## config.mk

```make
export PLATFORM = sky130hd
export DESIGN_NAME = symbol_scheduler
export DESIGN_NICKNAME = d
export VERILOG_FILES = /design/src/rtl/symbol_scheduler.sv
export SDC_FILE = /design/constraint.sdc
export NUM_CORES = 1
export LEC_CHECK = 0
export BUFFER_PORTS_ARGS = -buffer_cell sky130_fd_sc_hd__buf_2
export CAP_MARGIN = 20
export CORE_ASPECT_RATIO = 1.1
export CORE_MARGIN = 3
export CORE_UTILIZATION = 53
export DETAILED_ROUTE_END_ITERATION = 8
export PLACE_DENSITY = 0.84
export SLEW_MARGIN = 20
export SYNTH_ARGS = -nofsm -noshare
export SYNTH_HDL_FRONTEND = slang
export SYNTH_SLANG_ARGS = --single-unit
export TNS_END_PERCENT = 50
```

## constraint.sdc

```tcl
create_clock -name clk -period 2.2 [get_ports clk]
set_input_delay 0.44 -clock clk [delete_from_list [all_inputs] [get_ports clk]]
set_output_delay 0.44 -clock clk [all_outputs]
set_load 0.1 [all_outputs]
```

## src/rtl/symbol_scheduler.sv

```systemverilog
// Frames a stream of 5-bit payload symbols for the modulator: preamble, payload and guard,
// with one symbol vector loaded per symbol period and handshaked upstream consumption.
module symbol_scheduler #(
    parameter int         SAMPLES_PER_SYMBOL = 10,
    parameter int         COUNTER_SIZE       = 4,
    parameter int         PREAMBLE_LEN       = 4,
    parameter int         GUARD_LEN          = 2,
    parameter logic [4:0] PRE_A              = 5'h15,
    parameter logic [4:0] PRE_B              = 5'h0A,
    parameter logic [4:0] IDLE_SYM           = 5'h00
) (
    input  logic        clk,
    input  logic        rst_n,
    input  logic        en,
    input  logic        sym_valid,
    input  logic [4:0]  sym_data,
    input  logic        sym_last,
    output logic        sym_ready,
    output logic [1:0]  x0,
    output logic [1:0]  x1,
    output logic        x2,
    output logic        sym_strobe,
    output logic        frame_active,
    output logic        underrun,
    input  logic        clr_underrun,
    output logic [15:0] frame_count
);

    localparam int PIDX_W = $clog2(PREAMBLE_LEN + 1);
    localparam int GIDX_W = $clog2(GUARD_LEN + 1);

    localparam logic [COUNTER_SIZE-1:0] CNT_LAST  = COUNTER_SIZE'(SAMPLES_PER_SYMBOL - 1);
    localparam logic [PIDX_W-1:0]       PIDX_LAST = PIDX_W'(PREAMBLE_LEN);
    localparam logic [GIDX_W-1:0]       GIDX_LAST = GIDX_W'(GUARD_LEN);
    localparam logic [PIDX_W-1:0]       PIDX_ONE  = PIDX_W'(1);

    typedef enum logic [1:0] {
        S_IDLE     = 2'd0,
        S_PREAMBLE = 2'd1,
        S_PAYLOAD  = 2'd2,
        S_GUARD    = 2'd3
    } state_t;

    state_t                  state;
    logic [COUNTER_SIZE-1:0] cnt;
    logic [PIDX_W-1:0]       pidx;
    logic [GIDX_W-1:0]       gidx;
    logic [GIDX_W-1:0]       gidx_next;
    logic [4:0]              sym_q;
    logic                    boundary;
    logic                    payload_slot;
    logic                    take;
    logic                    starve;

    // Preamble alternates A/B starting with A at index 0.
    function automatic logic [4:0] preamble_sym(input logic [PIDX_W-1:0] idx);
        return idx[0] ? PRE_B : PRE_A;
    endfunction

    assign boundary     = (cnt == CNT_LAST);
    assign payload_slot = (state == S_PAYLOAD) ||
                          ((state == S_PREAMBLE) && (pidx == PIDX_LAST));
    assign sym_ready    = boundary && payload_slot;
    assign take         = sym_ready && sym_valid;
    assign starve       = sym_ready && !sym_valid;
    assign frame_active = (state == S_PREAMBLE) || (state == S_PAYLOAD);
    assign gidx_next    = gidx + 1'b1;

    assign x0 = sym_q[4:3];
    assign x1 = sym_q[2:1];
    assign x2 = sym_q[0];

    always_ff @(posedge clk or negedge rst_n) begin
        if (!rst_n) begin
            cnt        <= '0;
            sym_strobe <= 1'b0;
        end else begin
            sym_strobe <= boundary;
            if (boundary) begin
                cnt <= '0;
            end else begin
                cnt <= cnt + 1'b1;
            end
        end
    end

    // Symbol vector and frame sequencing advance only on the load edge.
    always_ff @(posedge clk or negedge rst_n) begin
        if (!rst_n) begin
            state <= S_IDLE;
            pidx  <= '0;
            gidx  <= '0;
            sym_q <= '0;
        end else if (boundary) begin
            if (payload_slot) begin
                pidx <= '0;
                gidx <= '0;
                if (sym_valid) begin
                    sym_q <= sym_data;
                    if (sym_last) begin
                        state <= S_GUARD;
                    end else begin
                        state <= S_PAYLOAD;
                    end
                end else begin
                    sym_q <= IDLE_SYM;
                    state <= S_GUARD;
                end
            end else begin
                case (state)
                    S_IDLE: begin
                        gidx <= '0;
                        if (en && sym_valid) begin
                            sym_q <= PRE_A;
                            pidx  <= PIDX_ONE;
                            state <= S_PREAMBLE;
                        end else begin
                            sym_q <= IDLE_SYM;
                            pidx  <= '0;
                        end
                    end
                    S_PREAMBLE: begin
                        sym_q <= preamble_sym(pidx);
                        pidx  <= pidx + 1'b1;
                    end
                    S_GUARD: begin
                        sym_q <= IDLE_SYM;
                        if (gidx_next == GIDX_LAST) begin
                            gidx  <= '0;
                            pidx  <= '0;
                            state <= S_IDLE;
                        end else begin
                            gidx <= gidx_next;
                        end
                    end
                    default: begin
                        sym_q <= IDLE_SYM;
                        pidx  <= '0;
                        gidx  <= '0;
                        state <= S_IDLE;
                    end
                endcase
            end
        end
    end

    always_ff @(posedge clk or negedge rst_n) begin
        if (!rst_n) begin
            frame_count <= '0;
        end else if (take && sym_last) begin
            frame_count <= frame_count + 16'd1;
        end
    end

    // A fresh underrun outranks a simultaneous clear.
    always_ff @(posedge clk or negedge rst_n) begin
        if (!rst_n) begin
            underrun <= 1'b0;
        end else if (starve) begin
            underrun <= 1'b1;
        end else if (clr_underrun) begin
            underrun <= 1'b0;
        end
    end

endmodule

```

Yosys cells after proc, flatten, opt, wreduce, memory -nomap -nowiden:

Index checks and enable logic that the tools add are counted.
W data, S select, Z words.

* register bits: 34
* latch bits: 0
* memory bits (writable): 0
* bits in read-only memories: 0
* output and inout bits: 25
* logic and storage cells: 56
* memories: 0

* add/subtract/negate cells: 4
* $mul: 0
* div/mod/pow operators: 0
* order comparisons: 0
* eq/ne operators: 9
* shift-type cells: 0
* mux-type cells: 21
* bitwise operators: 0
* reductions and logical operators: 14

Operators by type and width (count)
* $mux W5: 4
* $add A16 B1 Y16 const B: 1
* $mux W2: 6
* $pmux W5 S2: 1
* $pmux W3 S3: 1
* $eq A2 B2 Y1 const B: 3
* $logic_and A1 B1 Y1: 6
* $mux W3: 2
* $ne A3 B3 Y1 const B: 2
* $pmux W2 S3: 1
* $add A4 B1 Y4 const B: 1
* $eq A4 B4 Y1 const B: 1
* $mux W1: 4
* $mux W4: 1
* $pmux W2 S2: 1
* $reduce_and A2 Y1: 2
* $reduce_and A4 Y1: 1
* $add A3 B1 Y3 const B: 1
* $eq A3 B3 Y1 const B: 1
* $add A2 B1 Y2 const B: 1
* $eq A2 B1 Y1 const B: 1
* $logic_not A2 Y1: 1
* $logic_or A1 B1 Y1: 2
* $ne A2 B2 Y1 const B: 1
* 2 further kinds: 2

Longest topological paths before layout:

Gate-level depths: netlist (run 1).

* word-level depth: 6
* gate-level depth with buffers: 8
* mapped depth without buffers: 7

Worst setup path before layout (run 1):

No wires, ideal clock.

* path type: reg2reg
* from: register frame_count[0]
* to: register frame_count[8]
* library setup time: 162 ps
* arrival: 2144 ps
* slack: -106 ps
* cell stages (with the launch flop): 6
* path buffers: 0
* period minus slack after synthesis: 2306 ps
* cells stage by stage: dfrtp_1 > ha_1 > inv_1 > or4_1 > nor3_1 > xor2_1

* word-level cells in the longest chain between the ends: 1

RTL lines
* start, declared: line 26 `output logic [15:0] frame_count`
* start signal, assigned: line 151 `frame_count <= frame_count + 16'd1;`
* $add A16 B1 Y16: line 151

Every way passes these cells.
A chain may end at the register's enable or synchronous reset.

Worst setup path in the final report (run 1):

* from: register state[1]
* to: output sym_ready

* word-level cells in the longest chain between the ends: 4

RTL lines
* start, declared: line 44 `state_t state;`
* start signal, assigned: line 90 `state <= S_IDLE;`
* start signal, assigned: line 101 `state <= S_GUARD;`
* start signal, assigned: line 103 `state <= S_PAYLOAD;`
* $eq A2 B1 Y1: line 62 `((state == S_PREAMBLE) && (pidx == PIDX_LAST));`
* $logic_and A1 B1 Y1: line 62
* $logic_or A1 B1 Y1 *: line 61 `assign payload_slot = (state == S_PAYLOAD) ||`
* $logic_and A1 B1 Y1 *: line 63 `assign sym_ready = boundary && payload_slot;`
* end, declared: line 18 `output logic sym_ready,`

Mark *: on every way between the ends. The rest lies on a longest branch, timed or not.

==> flow_metrics.tcl, run 1 <==
set metrics [dict create \
    layout_common_cells "buf_2, dfrtp_1, nand2_1, inv_1, xnor2_1" \
    finalNonFillerCells 228 \
    clk_latency_ns 0.34 \
    postSynthRegisterBits 34 \
    critical_path.cell_chain "inv_1 -> ha_4 -> a31o_4 -> nand2_4 -> clkinvlp_4 -> buf_12" \
    timing.setup.critical_path_class "flop to primary output" \
    final-hold-violation-count 0 \
    rows 20 \
    htreeDepth 2 \
    num_antenna_cells 0 \
    f_max_mhz 470.9 \
    place_inst 215 \
    p_int_uw 925.2 \
    dp_hpwl_um 2527 \
    grt_start_max_net_pins 35 \
    die_h_um 64.42 \
    netSwitchingFraction_pct 37.70 \
    clock_tree.root_cell "clkbuf_4" \
    pwr-share-clk_pct 24.6 \
    routabilityCongestion 0.8205 \
    grt_overflow 0 \
    routed_wire_length_per_instance_um 15.95 \
    avgViaCountPerCell 5.807 \
    critical_path.endpoint_type "primary output" \
    floorplan_die_width_um 59.11 \
    tritoncts "built" \
    finalWorstPathRequiredPeriod_ns 2.124 \
    worst_setup_hold_path_clk_slew_ns 0.11 \
    power.leakage_nw 0.9933 \
    die_area_um2 3807 \
    finalCritPeriodShare_pct 96.53 \
    groute.usage.overall_pct 20.63 \
    net-switching-power_uw 559.8 \
    p_comb_share_pct 29.1 \
    route.detailed.drc 0 \
    io_pins 36 \
    placement.setup.worst_slack_ns 0.1083 \
    antenna_found_initial 0 \
    worstHoldPathType "input pin to async pin" \
    worst_ir_drop_vdd_mv 0.8117 \
    proportion_of_layout_cells_with_a_drive_suffix_above_1_pct 35.38 \
    mostFrequentLayoutCell "buf_2" \
    max-slew-margin-rel_pct 49.20 \
    drtAntennaViolNets 0 \
    synth_sequential_area_ratio_pct 51.75 \
    worst_slew_pin_slew_ns 0.7620 \
    numCtsBuffers 5 \
    synth.net_count 164 \
    critPathLaunch "state[1]$_DFFE_PN0P_" \
    synthesis.area_per_instance_um2 11.26 \
    placedInstanceArea_um2 1898 \
    final_max_slew_viol_count 0 \
    maxCapViolations 0 \
    status "completed" \
    port_buffers 35 \
    grt_first_pass_wirelength_um 5961 \
    setup_ws_ns 0.07639 \
    fp.coreArea_um2 2853 \
    crit_path_top_delay_cell "dfrtp_1" \
    finClkSkew_ns 0.01325 \
    synthCells 146 \
    path_buf_inv 3 \
    clock-sinks 34 \
    r2r-start "cnt[2]$_DFF_PN0_" \
    total_power_mw 1.485 \
    initial_core_util_pct 57.63 \
    critical_path_required_ns 1.76 \
    timing.hold.ws_ns 0.1543 \
    synth.distinct_cells 38 \
    cp_arrival_ns 1.68 \
    cts.path.max_buffers 2 \
    synth.yosys.warnings 0 \
    drt_iter0_markers 56 \
    sequentialPowerShare_pct 46.3 \
    ctsHoldBuffers 0 \
    p_per_area_nw_per_um2 732.6 \
    area.growth.synth_to_final_pct 23.29 \
    path_delay_family "flip-flops" \
    critical_path.startpoint_type "flop" \
    final_design_instance_area_without_fill_um2 2027 \
    wirelength_um 3636 \
    number_of_nets_in_the_layout 212 \
    crit_path_max_fanout 8 \
    drt_pre_antenna_iters 4 \
    synth_area_um2 1644 \
    final-setup-viol-count 0 \
    vias 1324 \
    grt_pass1_vias 1326 \
    slowest_delay_ns 0.39 \
]
==> metal layers <==
metal,wire length [µm],GRT usage [%],vias to the layer above
li1,-,-,620
met1,1480,25.33,652
met2,1855,34.12,44
met3,238,5.777,8
met4,61,7.649,0
met5,0,0,-
==> sequential cells by signal (all words and copies together), names as in the netlist <==
name         flops
sym_q            5
state            2
cnt              4
pidx             3
gidx             2
sym_strobe       1
underrun         1
frame_count     16
==> power groups by stage <==
stage	Sequential [mW]	Clock, mW	Combinational (mW)
finish	0.688	0.365	0.432
global route	0.694	0.405	0.459
CTS	0.686	0.369	0.417
detailed placement	0.699	0	0.403
global placement	0.696	0	0.396
floorplan	0.861	0	0.160
==> cell type report <==
| class | instances | area, µm² |
|---|---|---|
| Inverter | 13 | 52.55 |
| Clock buffer | 7 | 55.05 |
| Fill cell | 217 | 825.8 |
| Clock inverter | 1 | 5.005 |
| Timing Repair Buffer | 43 | 250.2 |
| Tap cell | 33 | 41.29 |
| Sequential cell | 34 | 855.8 |
| Multi-Input combinational cell | 97 | 767.0 |
==> timing repair <==
item	CTS	global route
buffers inserted	3	2
endpoints found under the setup margin	1	1
gates resized for setup	3	5
==> Yosys cell counts <==
library cell / count / area share (%)
xnor2_1: 10 / 5.3
nand4bb_4: 1 / 1.7
dfrtp_1: 34 / 52
or2_2: 1 / 0.38
nor3_1: 4 / 1.2
or4_1: 2 / 0.91
a22o_1: 2 / 1.1
nand2b_1: 2 / 0.76
ha_1: 7 / 5.3
a21o_1: 1 / 0.46
nor4b_2: 1 / 0.91
o21ai_0: 6 / 1.8
a221o_1: 5 / 3.0
xor2_1: 6 / 3.2
a31o_2: 1 / 0.53
nand3_1: 5 / 1.5
nor4_1: 4 / 1.5
and3_1: 1 / 0.38
or4_4: 1 / 0.68
nand2_1: 12 / 2.7
a32oi_1: 1 / 0.53
a31oi_2: 1 / 0.76
o21a_1: 1 / 0.46
nand3b_1: 1 / 0.46
a31oi_1: 2 / 0.76
and4_1: 1 / 0.53
a21oi_1: 2 / 0.61
nor3b_1: 1 / 0.46
mux2i_1: 1 / 0.61
o41ai_1: 1 / 0.53
o22ai_1: 1 / 0.38
nand4_1: 5 / 1.9
mux2_2: 3 / 2.1
clkbuf_1: 1 / 0.23
a221oi_1: 1 / 0.53
buf_2: 1 / 0.30
nor2_1: 3 / 0.68
inv_1: 13 / 3.0
==> final timing paths <==
check                                                    to  slack (ns)  cells after the start
worst max-delay path                              sym_ready        0.08                      6
max in group asynchronous        frame_count[1]$_DFFE_PN0P_        1.51                      1
worst min register to register  frame_count[15]$_DFFE_PN0P_        0.48                      1
worst min-delay path                       cnt[1]$_DFF_PN0_        0.15                      1
min in group clk                       underrun$_DFFE_PN0P_        0.29                      2
worst max register to register  frame_count[15]$_DFFE_PN0P_        0.29                      4
==> kinds of logic after synthesis <==
group                      count (synthesis)  share of synthesized area (%)
muxes                                      4                          2.664
adders and majority gates                  7                          5.327
AOI/OAI and AO/OA                         25                          11.49
buffers and inverters                     15                          3.500
and+or+nand+nor                           45                          16.74
xor gates and xnor gates                  16                          8.523
DFF                                       34                          51.75
==> through the flow <==
step / TNS [ns] / utilization [%]
after floorplan: 0 / -
after global placement: 0 / 66.54
after detailed placement: 0 / 66.54
after CTS: 0 / 69.91
after global routing: -0.005945 / 71.05
final: 0 / 71.05
Power figures use the tool's default switching activity.
==> run 2, diff against run 1 <==
--- a/config.mk
+++ b/config.mk
@@ -9,9 +9,10 @@
 export CAP_MARGIN = 20
 export CORE_ASPECT_RATIO = 1.1
 export CORE_MARGIN = 3
-export CORE_UTILIZATION = 53
+export CORE_UTILIZATION = 50
+export CTS_BUF_LIST = sky130_fd_sc_hd__clkbuf_8
 export DETAILED_ROUTE_END_ITERATION = 8
-export PLACE_DENSITY = 0.84
+export PLACE_DENSITY = 0.83
 export SLEW_MARGIN = 20
 export SYNTH_ARGS = -nofsm -noshare
 export SYNTH_HDL_FRONTEND = slang
==> constraint.sdc (replaced) <==
create_clock -name clk -period 1.8 [get_ports clk]
set_input_delay 0.36 -clock clk [delete_from_list [all_inputs] [get_ports clk]]
set_output_delay 0.36 -clock clk [all_outputs]
set_load 0.1 [all_outputs]
==> flow_metrics.tcl, run 2 (synthesis results as in run 1) <==
set metrics [dict create \
    status "complete, but fails checks" \
    violations "negative setup slack" \
    clk_latency_ns 0.29 \
    dp_hpwl_um 2805 \
    worst_ir_drop_vdd_mv 0.6491 \
    htreeDepth 2 \
    critical_path_required_ns 1.44 \
    avgViaCountPerCell 5.721 \
    slowest_delay_ns 0.39 \
    drt_iter0_markers 49 \
    routabilityCongestion 0.8613 \
    crit_path_max_fanout 2 \
    vias 1396 \
    die_h_um 66.14 \
    placedInstanceArea_um2 2071 \
    critical_path.startpoint_type "flop" \
    initial_core_util_pct 53.03 \
    crit_path_top_delay_cell "dfrtp_1" \
    rows 21 \
    cp_arrival_ns 1.52 \
    clock_tree.root_cell "clkbuf_8" \
    path_delay_family "buffers and inverters" \
    reg_top3 "frame_count: 16 flops, sym_q: 5 flops, cnt: 4 flops" \
    max-slew-margin-rel_pct 51.33 \
    worst_setup_hold_path_clk_slew_ns 0.07 \
    p_per_area_nw_per_um2 986.6 \
    critical_path.endpoint_type "primary output" \
    final-setup-viol-count 2 \
    timing.setup.tns_ns -0.09526 \
    power.leakage_nw 1.116 \
    timing.setup.critical_path_class "flop to primary output" \
    finalCritPeriodShare_pct 104.6 \
    finalWorstPathRequiredPeriod_ns 1.882 \
    area.growth.synth_to_final_pct 42.47 \
    mostFrequentLayoutCell "buf_2" \
    number_of_nets_in_the_layout 227 \
    crit_cells 6 \
    routed_wire_length_per_instance_um 16.32 \
    final_core_utilization_pct 75.54 \
    numCtsBuffers 5 \
    worst_slew_pin_slew_ns 0.7301 \
    cts.path.max_buffers 2 \
    flip_flop_count_of_the_largest_register_all_copies_and_words_added 16 \
    timing.hold.ws_ns 0.1236 \
    final_design_instance_area_without_fill_um2 2342 \
    grt_start_max_net_pins 35 \
    io_pins 36 \
    drt_pre_antenna_iters 4 \
    wirelength_um 3982 \
    drtAntennaViolNets 0 \
    worstHoldPathType "input pin to async pin" \
    port_buffers 35 \
    final-hold-violation-count 0 \
    final.fill_count 206 \
    critical_path.cell_chain "buf_6 -> ha_4 -> a31o_4 -> nand2_4 -> clkinvlp_4 -> buf_12" \
    fp.coreArea_um2 3100 \
    r2r-start "state[1]$_DFFE_PN0P_" \
    antenna_found_initial 0 \
    tritoncts "built" \
    grt_overflow 0 \
    reg_to_reg_setup_timing_slack_ns -0.01 \
    groute.usage.overall_pct 21.07 \
    num_antenna_cells 0 \
    setup_ws_ns -0.08248 \
    die_area_um2 4013 \
    rsz0062_at_grt "true" \
    route.detailed.drc 0 \
    max_flop_register "frame_count" \
    grt_first_pass_wirelength_um 6189 \
    final_max_slew_viol_count 0 \
    proportion_of_layout_cells_with_a_drive_suffix_above_1_pct 49.52 \
    crit-reg2reg-capture "frame_count[5]$_DFFE_PN0P_" \
    worst_r2r_path_depth 7 \
    grt_pass1_vias 1410 \
    f_max_mhz 531.2 \
    layout_common_cells "buf_2, buf_4, dfrtp_1, nand2_1" \
    clock-sinks 34 \
    finClkSkew_ns 0.008782 \
    maxCapViolations 0 \
    path_buf_inv 3 \
    floorplan_die_width_um 60.68 \
]
[run 2: through the flow]
stage	total power [mW]	setup WS (ns)	cells
floorplan	1.266	-0.1630	146
global placement	1.387	0.07683	230
detailed placement	1.402	-0.004412	230
CTS	2.299	-0.09338	243
global route	2.396	-0.1430	244
finish	2.311	-0.08248	244
[run 2: final cells by class]
| cell class | instances | area, µm² | area share (%) |
|---|---|---|---|
| sequential | 34 | 889.6 | 37.98 |
| multi-input combinational | 97 | 829.5 | 35.42 |
| timing repair buffer | 58 | 385.4 | 16.45 |
| clock buffer | 6 | 82.58 | 3.526 |
| clock inverter | 2 | 60.06 | 2.564 |
| inverter | 13 | 52.55 | 2.244 |
| tap | 34 | 42.54 | 1.816 |
[run 2: how the worst max path moves through the flow]
| stage | start | end |
|---|---|---|
| floorplan | state[1]$_DFFE_PN0P_ | frame_count[12]$_DFFE_PN0P_ |
| detailed placement | state[0]$_DFFE_PN0P_ | frame_count[8]$_DFFE_PN0P_ |
| finish | state[1]$_DFFE_PN0P_ | sym_ready |
| global placement | state[1]$_DFFE_PN0P_ | frame_count[8]$_DFFE_PN0P_ |
| global route | pidx[1]$_DFFE_PN0P_ | sym_ready |
| CTS | state[1]$_DFFE_PN0P_ | sym_ready |
[run 2: power by group]
part / switching [mW] / internal [mW]
combinational: 0.412 / 0.177
sequential: 0.0384 / 0.813
clock: 0.280 / 0.591
[run 2: what timing repair did]
| action | in CTS | in global routing |
|---|---|---|
| pin swaps | 3 | 1 |
| setup buffers | 5 | 1 |
| endpoints found under the setup margin | 2 | 11 |
| hold buffers | 0 | 0 |
| gates resized for setup | 10 | 9 |
[run 2: layer usage]
layer | GRT usage, % | part of all wire, %
met1 | 24.25 | 41
met5 | 0 | 0
met3 | 5.664 | 5.5
met4 | 9.485 | 1.6
met2 | 35.70 | 52
==> run 3, diff against run 2 <==
--- a/config.mk
+++ b/config.mk
@@ -13,6 +13,7 @@
 export CTS_BUF_LIST = sky130_fd_sc_hd__clkbuf_8
 export DETAILED_ROUTE_END_ITERATION = 8
 export PLACE_DENSITY = 0.83
+export RECOVER_POWER = 50
 export SLEW_MARGIN = 20
 export SYNTH_ARGS = -nofsm -noshare
 export SYNTH_HDL_FRONTEND = slang
==> flow_metrics.tcl, run 3 (synthesis results as in run 1) <==
set metrics [dict create \
    io_pins 36 \
    layout_common_cells "buf_2, buf_4, dfrtp_1, nand2_1" \
    grt_first_pass_wirelength_um 6189 \
    htreeDepth 2 \
    final-setup-viol-count 2 \
    critical_path.cell_chain "buf_6 -> ha_4 -> a31o_4 -> nand2_4 -> clkinvlp_4 -> buf_12" \
    clk_latency_ns 0.29 \
    clock-sinks 34 \
    slowest_delay_ns 0.39 \
    pwr-share-clk_pct 37.7 \
    finalNonFillerCells 244 \
    grt_start_max_net_pins 35 \
    final_design_instance_area_without_fill_um2 2338 \
    dp_hpwl_um 2805 \
    port_buffers 35 \
    crit_path_top_delay_cell "dfrtp_1" \
    grt_pass1_vias 1410 \
    drtAntennaViolNets 0 \
    proportion_of_layout_cells_with_a_drive_suffix_above_1_pct 49.05 \
    grt_overflow 0 \
    critical_path.startpoint_type "flop" \
    worst_slew_pin_slew_ns 0.8193 \
    routed_wire_length_per_instance_um 16.30 \
    max-slew-margin-rel_pct 45.38 \
    rsz0062_at_grt "true" \
    total_power_mw 2.311 \
    wirelength_um 3978 \
    number_of_nets_in_the_layout 227 \
    critical_path_required_ns 1.44 \
    timing.setup.critical_path_class "flop to primary output" \
    flip_flop_count_of_the_largest_register_all_copies_and_words_added 16 \
    reg_top3 "frame_count: 16 flops, sym_q: 5 flops, cnt: 4 flops" \
    route.detailed.drc 0 \
    p_int_mw 1.581 \
    cp_arrival_ns 1.52 \
    critical_path.endpoint_type "primary output" \
    drt_pre_antenna_iters 4 \
    placedInstanceArea_um2 2071 \
    power.leakage_nw 1.113 \
    groute.usage.overall_pct 21.07 \
    final_core_utilization_pct 75.42 \
    avgViaCountPerCell 5.750 \
    setup_ws_ns -0.08278 \
    p_comb_share_pct 25.5 \
    status "complete, but fails checks" \
    crit_cells 6 \
    vias 1403 \
    fp.coreArea_um2 3100 \
    finalCritPeriodShare_pct 104.6 \
    finalWorstPathRequiredPeriod_ns 1.883 \
    antenna_found_initial 0 \
    finClkSkew_ns 0.008713 \
    clock_tree.root_cell "clkbuf_8" \
    p_per_area_nw_per_um2 988.0 \
    worst_ir_drop_vdd_mv 0.6491 \
    area.growth.synth_to_final_pct 42.24 \
    drt_iter0_markers 47 \
    numCtsBuffers 5 \
    final_max_slew_viol_count 0 \
    net-switching-power_uw 729.7 \
    f_max_mhz 531.1 \
    die_area_um2 4013 \
    mostFrequentLayoutCell "buf_2" \
    place_inst 230 \
    sequentialPowerShare_pct 36.9 \
    floorplan_die_width_um 60.68 \
    worst_setup_hold_path_clk_slew_ns 0.07 \
    netSwitchingFraction_pct 31.58 \
    violations "negative setup slack" \
    worst_r2r_path_depth 7 \
    path_delay_family "buffers and inverters" \
    tritoncts "built" \
    worstHoldPathType "input pin to async pin" \
    die_h_um 66.14 \
    crit_path_max_fanout 2 \
    routabilityCongestion 0.8613 \
    max_flop_register "frame_count" \
    path_buf_inv 3 \
    maxCapViolations 0 \
    num_antenna_cells 0 \
    initial_core_util_pct 53.03 \
    final-hold-violation-count 0 \
    rows 21 \
    cts.path.max_buffers 2 \
    timing.hold.ws_ns 0.1523 \
]
## run 3: cell types whose count changed in the layout (fill, tap and decap cells not counted), sizes merged
cell	change
buf	-2
clkbuf	+2
## run 3: final timing paths
kind,from,endpoint,slack [ns]
setup / recovery,state[1]$_DFFE_PN0P_,sym_ready,-0.08
hold / removal,rst_n,sym_strobe$_DFF_PN0_,0.15
setup reg to reg,state[1]$_DFFE_PN0P_,frame_count[5]$_DFFE_PN0P_,-0.01
hold reg to reg,frame_count[15]$_DFFE_PN0P_,frame_count[15]$_DFFE_PN0P_,0.47
max in group asynchronous,rst_n,frame_count[3]$_DFFE_PN0P_,1.03
min in group clk,clr_underrun,underrun$_DFFE_PN0P_,0.27
## run 3: final cells by class
| type | count | area [µm²] |
|---|---|---|
| multi-input combinational | 97 | 829.5 |
| inverter | 13 | 52.55 |
| timing repair buffer | 58 | 381.6 |
| sequential | 34 | 889.6 |
| fill | 206 | 762.0 |
| tap | 34 | 42.54 |
| clock buffer | 6 | 82.58 |
| clock inverter | 2 | 60.06 |
## run 3: through the flow
step	TNS [ns]	setup slack [ns]
after global routing	-0.4468	-0.1430
after CTS	-0.09338	-0.09338
after floorplan	-0.6132	-0.1630
after detailed placement	-0.004412	-0.004412
after global placement	0	0.07683
final	-0.09677	-0.08278
## run 3: layer usage
| layer | part of all wire [%] | track usage (%) |
|---|---|---|
| met4 | 1.6 | 9.485 |
| met2 | 52 | 35.70 |
| met3 | 5.5 | 5.664 |
| met5 | 0 | 0 |
| met1 | 41 | 24.25 |
## run 3: power by group through the flow
stage                     logic [mW]  registers, mW  clock network [mW]
after floorplan                0.209           1.06                   0
after CTS                      0.571          0.851               0.877
final                          0.589          0.852               0.870
after detailed placement       0.541          0.861                   0
after global routing           0.623          0.858               0.915
after global placement         0.532          0.855                   0
## run 3: timing repair
action	CTS	global route
hold buffers	0	0
gates cloned	0	0
pin swaps	3	1
buffers inserted	5	1
endpoints found under the setup margin	2	11
gates resized for setup	10	9
